File: config.mk
export PLATFORM = sky130hd
export DESIGN_NAME = sigma_delta_adc
export DESIGN_NICKNAME = d
export VERILOG_FILES = /design/src/rtl/sd_adc_pkg.sv /design/src/rtl/sync_ff.sv /design/src/rtl/sigma_delta_adc.sv
export SDC_FILE = /design/constraint.sdc
export NUM_CORES = 1
export LEC_CHECK = 0
export ABC_AREA = 1
export BUFFER_PORTS_ARGS = -buffer_cell sky130_fd_sc_hd__buf_4
export CAP_MARGIN = 40
export CORE_MARGIN = 5
export CORE_UTILIZATION = 40
export DETAILED_ROUTE_END_ITERATION = 7
export GPL_TIMING_DRIVEN = 0
export PLACE_DENSITY = 0.67
export SYNTH_ARGS = -nofsm -noshare
export SYNTH_HDL_FRONTEND = slang
export SYNTH_HIERARCHICAL = 1
export SYNTH_SLANG_ARGS = --single-unit
File: constraint.sdc
create_clock -name clk -period 4.4 [get_ports clk]
set_input_delay 0.22 -clock clk [delete_from_list [all_inputs] [get_ports clk]]
set_output_delay 0.22 -clock clk [all_outputs]
set_load 0.02 [all_outputs]
File: src/rtl/sd_adc_pkg.sv
// Shared defaults and types for the first-order sigma-delta ADC.
//   DECIM_LOG2_DEF  : default log2 of the decimation window (clk cycles)
//   SYNC_STAGES_DEF : default depth of the comparator synchroniser
//   out_w_f()       : sample width that can hold 0..2^decim_log2 inclusive
//   sample_t        : sample word for the default configuration
package sd_adc_pkg;

    localparam int unsigned DECIM_LOG2_DEF  = 10;
    localparam int unsigned SYNC_STAGES_DEF = 2;

    // One extra bit because a window of all ones counts to exactly 2^decim_log2.
    function automatic int unsigned out_w_f(input int unsigned decim_log2);
        return decim_log2 + 1;
    endfunction

    localparam int unsigned OUT_W_DEF = DECIM_LOG2_DEF + 1;

    typedef logic [OUT_W_DEF-1:0] sample_t;

endpackage

File: src/rtl/sync_ff.sv
// N-stage flop synchroniser with synchronous active-low reset.
// Reusable for any asynchronous level input (comparator, buttons).
//   clk    : destination clock
//   resetn : synchronous reset, active-low; clears every stage
//   d_i    : asynchronous input
//   q_o    : synchronised output, STAGES cycles behind d_i
module sync_ff #(
    parameter int unsigned STAGES = 2,
    parameter int unsigned WIDTH  = 1
) (
    input  logic             clk,
    input  logic             resetn,
    input  logic [WIDTH-1:0] d_i,
    output logic [WIDTH-1:0] q_o
);

    logic [STAGES-1:0][WIDTH-1:0] chain_q;
    logic [STAGES-1:0][WIDTH-1:0] chain_d;

    // Shift the input in at stage 0; every stage takes its predecessor.
    always_comb begin
        chain_d    = chain_q;
        chain_d[0] = d_i;
        for (int i = 1; i < int'(STAGES); i++) begin
            chain_d[i] = chain_q[i-1];
        end
    end

    always_ff @(posedge clk) begin
        if (!resetn) begin
            chain_q <= '0;
        end else begin
            chain_q <= chain_d;
        end
    end

    assign q_o = chain_q[STAGES-1];

endmodule

File: src/rtl/sigma_delta_adc.sv
// First-order sigma-delta ADC back end: synchronises the comparator bit,
// returns it as the loop feedback and decimates the bitstream with an
// accumulate-and-dump counter into a one-deep valid/ready sample register.
//   clk          : system clock
//   resetn       : synchronous reset, active-low
//   comp_in      : raw comparator bit, asynchronous to clk
//   enable       : conversion enable; low abandons the current window
//   fb_out       : quantised bitstream, fed back to the RC integrator
//   sample_data  : ones-count of the last accepted window
//   sample_valid : sample_data holds an unconsumed sample
//   sample_ready : downstream accepts when valid and ready are both high
//   overrun      : sticky, a completed window was dropped
module sigma_delta_adc
    import sd_adc_pkg::*;
#(
    parameter int unsigned DECIM_LOG2  = DECIM_LOG2_DEF,
    parameter int unsigned OUT_W       = out_w_f(DECIM_LOG2),
    parameter int unsigned SYNC_STAGES = SYNC_STAGES_DEF
) (
    input  logic             clk,
    input  logic             resetn,
    input  logic             comp_in,
    input  logic             enable,
    output logic             fb_out,
    output logic [OUT_W-1:0] sample_data,
    output logic             sample_valid,
    input  logic             sample_ready,
    output logic             overrun
);

    logic                  fb_q;
    logic [DECIM_LOG2-1:0] win_q,   win_d;
    logic [OUT_W-1:0]      acc_q,   acc_d;
    logic [OUT_W-1:0]      data_q,  data_d;
    logic                  valid_q, valid_d;
    logic                  ovr_q,   ovr_d;
    logic                  win_end_c;
    logic [OUT_W-1:0]      result_c;

    // Last synchroniser flop doubles as the feedback/quantiser output.
    sync_ff #(
        .STAGES (SYNC_STAGES),
        .WIDTH  (1)
    ) u_sync (
        .clk    (clk),
        .resetn (resetn),
        .d_i    (comp_in),
        .q_o    (fb_q)
    );

    // Window counting, dump and one-deep output register.
    always_comb begin
        win_d   = win_q;
        acc_d   = acc_q;
        data_d  = data_q;
        valid_d = valid_q;
        ovr_d   = ovr_q;

        win_end_c = enable && (win_q == '1);
        // The end cycle's own bit is part of the window, hence acc + fb.
        result_c  = acc_q + OUT_W'(fb_q);

        if (!enable) begin
            win_d = '0;
            acc_d = '0;
        end else begin
            win_d = win_q + DECIM_LOG2'(1);
            acc_d = win_end_c ? '0 : result_c;
        end

        if (win_end_c) begin
            // A same-cycle handshake frees the slot for the new result.
            if (!valid_q || sample_ready) begin
                data_d  = result_c;
                valid_d = 1'b1;
            end else begin
                ovr_d = 1'b1;
            end
        end else if (valid_q && sample_ready) begin
            valid_d = 1'b0;
        end
    end

    always_ff @(posedge clk) begin
        if (!resetn) begin
            win_q   <= '0;
            acc_q   <= '0;
            data_q  <= '0;
            valid_q <= 1'b0;
            ovr_q   <= 1'b0;
        end else begin
            win_q   <= win_d;
            acc_q   <= acc_d;
            data_q  <= data_d;
            valid_q <= valid_d;
            ovr_q   <= ovr_d;
        end
    end

    assign fb_out       = fb_q;
    assign sample_data  = data_q;
    assign sample_valid = valid_q;
    assign overrun      = ovr_q;

endmodule

==> results.py <==
metrics = {
    "logic_synthesis": {
        "yosys_warnings": 6,
        "synth_flop_cell": "dfxtp_1",
        "avgSynthCellArea_um2": 7.31,
        "synthTopCellsByArea": "dfxtp_1, nand2_1, nor2_1",
        "synth_edf_count": 0,
        "seq_area_frac_synth": 0.460,
        "synth-async-reset-ratio": 0,
        "yosysTopAreaCell": "dfxtp_1",
        "yosysTopAreaCellShare": 0.460,
        "synth_seq_cells": 36,
        "netlist_area_um2": 1570,
        "synth_cell_types": 22,
        "syn-num-nets": 222,
        "synthCells": 214,
    },
    "sta": {
        "fin_worst_skew_ns": 0.00603,
        "finalSetupTns_ns": 0,
        "rsz0062_at_grt": "false",
        "hold_violations": 0,
        "fin_crit_ns": 1.68,
        "setup_violations": 0,
        "timing.fmax_mhz": 594,
        "finalMaxSlewViolations": 0,
        "fin_crit_sh": 0.383,
        "relSlewSlack": 0.827,
        "worst_slew_pin_slew_ns": 0.259,
    },
    "cts": {
        "numCtsBuffers": 5,
        "cts.path.max_buffers": 2,
        "cts_setup_buffers": 0,
        "clk_pin_slew_ns": 0.06,
        "cts_max_level": 2,
        "root_buffer": "clkbuf_8",
        "cts.sinks": 36,
        "insertion_delay_ns": 0.28,
        "cts_resized": 0,
        "cts_tree": "done",
        "hold_buffers": 0,
    },
    "route": {
        "vias": 1267,
        "drt_pass1_iterations": 4,
        "drc": 0,
        "via_per_inst": 4.40,
        "ant_nets": 0,
        "routed_wl_mm": 2.73,
        "wire_per_inst_um": 9.48,
        "drtIter0Drc": 66,
    },
    "setup_path": {
        "cpPeakStageDelay_ns": 0.35,
        "start_kind": "flop",
        "slowest_stage": "dfxtp_1",
        "path_cells": "ha_1 > ha_1 > nand3_1 > nor2_1 > nand2_1 > nand2_1 > nand2_1 > nor2_1 > nor2_1",
        "worstPathArrival_ns": 1.86,
        "endpoint_kind": "flop",
        "worstPathMaxFanout": 4,
        "cp.buffers_inverters": 0,
        "path_delay_family": "simple AND/OR/NAND/NOR gates",
        "path_class": "flop to flop",
        "cp.required_ns": 4.58,
    },
    "global_route": {
        "grt_usage": 0.116,
        "grt_pass1_vias": 1190,
        "grt_pass1_wl_mm": 4.80,
        "antenna_found_initial": 0,
        "overflow": 0,
        "grt_max_degree": 11,
    },
    "placed_design": {
        "hpwlAfterDp_mm": 1.99,
        "gp_congestion": 0.779,
        "portBuffers": 18,
        "placed_cell_area_um2": 1760,
    },
    "power": {
        "p_switching_uw": 120,
        "swShare": 0.206,
        "p_total_uw": 582,
        "p_leak_nw": 0.853,
        "pwr-share-seq": 0.565,
        "ir_worst_vdd_v": 0.000201,
        "p_int_uw": 462,
        "power_density_nw_per_um2": 315,
        "clockPowerShare": 0.407,
        "combinationalPowerShare": 0.028,
    },
    "floorplan": {
        "die_area_um2": 5260,
        "coreArea_um2": 3720,
        "initial_utilization": 0.421,
        "die_h_um": 72.6,
        "die_w_um": 72.6,
        "io_pins": 19,
        "rows": 22,
    },
    "flow_run": {
        "max_cap_viol_count": 0,
    },
    "hold_path": {
        "min_path_type": "input port to flop",
    },
    "final_layout": {
        "n_antenna_cell": 0,
        "fin_nets": 247,
        "multi_input_area_um2": 707,
        "drive_gt1_frac": 0.150,
        "register_area_um2": 721,
        "nFillCells": 389,
        "fin_area_um2": 1850,
        "area_growth_pct": 18.2,
    },
    "outcome": {
        "status": "complete, no violations",
    },
}
[layout make-up]
type | count | share of cell area
tap | 48 | 0.0325
timing repair buffer | 18 | 0.0730
clock buffer | 8 | 0.0487
inverter | 28 | 0.0568
buffer | 3 | 0.0176
multi-input combinational | 147 | 0.382
sequential | 36 | 0.389
[stage by stage]
| step | hold WS, ns | setup slack [ns] | cells | utilization |
|---|---|---|---|---|
| floorplan | 0.313 | 2.83 | 214 | - |
| global placement | 0.396 | 2.74 | 280 | 0.474 |
| detailed placement | 0.402 | 2.74 | 280 | 0.474 |
| CTS | 0.109 | 2.71 | 288 | 0.498 |
| global route | 0.149 | 2.54 | 288 | 0.498 |
| finish | 0.120 | 2.72 | 288 | 0.498 |
[tightest hold or removal path, cell delays in order]
cell     delay (ns)
buf_4          0.07
nand2_1        0.03
inv_1          0.04
[cells in the mapped netlist, types with 2 or more instances]
master	number
nand3b_1	2
nand3_1	9
o21a_1	3
xor2_1	4
a21oi_1	10
nor2_1	45
o21ai_0	4
dfxtp_1	36
nor2_4	3
ha_1	3
nand2_1	57
inv_1	27
nand2_2	2
[per-layer routing]
layer | GRT usage | part of all wire | up-vias
met5 | 0 | 0 | -
met4 | 0.0553 | 0.018 | 0
met3 | 0.0291 | 0.039 | 4
met2 | 0.182 | 0.44 | 19
met1 | 0.148 | 0.50 | 541
li1 | - | - | 703
[cell families after synthesis]
logic type / Yosys count / share of synthesized area
AO/OA/AOI/OAI: 19 / 0.0687
XOR/XNOR: 4 / 0.0224
adder cells (fa/ha/maj): 3 / 0.0240
buffers and inverters: 31 / 0.0879
flip-flops: 36 / 0.460
AND/OR/NAND/NOR: 121 / 0.337
[flip-flops by register name, indices dropped and copies added, names as in the netlist]
name,flops
acc_q,11
win_q,10
sample_valid,1
u_sync/chain_d,1
sample_data,11
overrun,1
u_sync/q_o,1
[power groups by stage]
stage	combinational, mW	clock, mW	sequential (mW)
6_report	0.0162	0.237	0.329
5_1_grt	0.0190	0.260	0.329
4_1_cts	0.0167	0.244	0.329
3_5_place_dp	0.0167	0	0.336
3_3_place_gp	0.0165	0	0.336
2_1_floorplan	0.00919	0	0.336
[final timing paths]
check | to | start | depth (start not counted) | slack [ns]
worst max-delay path | sample_data[10]$_SDFFE_PN0P_ | u_sync/q_o$_SDFF_PN0_ | 9 | 2.72
worst min-delay path | u_sync/chain_d[1]$_SDFF_PN0_ | comp_in | 3 | 0.12
worst max register to register | sample_data[10]$_SDFFE_PN0P_ | u_sync/q_o$_SDFF_PN0_ | 9 | 2.72
worst min register to register | u_sync/q_o$_SDFF_PN0_ | u_sync/chain_d[1]$_SDFF_PN0_ | 2 | 0.42
[layout by cell type (no fill, tap or decap)]
| cell type | Yosys | routed |
|---|---|---|
| a21oi_1 | 10 | 10 |
| nand3_1 | 9 | 9 |
| inv_1 | 27 | 27 |
| nor2_1 | 45 | 45 |
| nand4_4 | 1 | 1 |
| o21bai_1 | 1 | 1 |
| nand3b_1 | 2 | 2 |
| o21ai_0 | 4 | 4 |
| ha_1 | 3 | 3 |
| dfxtp_1 | 36 | 36 |
| inv_2 | 1 | 1 |
| clkbuf_8 | 1 | 7 |
| buf_6 | 1 | 1 |
| buf_4 | 1 | 19 |
| nand2_2 | 2 | 2 |
| nand2_1 | 57 | 57 |
| a21boi_0 | 1 | 1 |
| nand3_2 | 1 | 1 |
| nor2_4 | 3 | 3 |
| clkbuf_1 | 0 | 2 |
| xor2_1 | 4 | 4 |
| nor2_2 | 1 | 1 |
| o21a_1 | 3 | 3 |
Note: power is estimated with default switching activity, not from simulation.
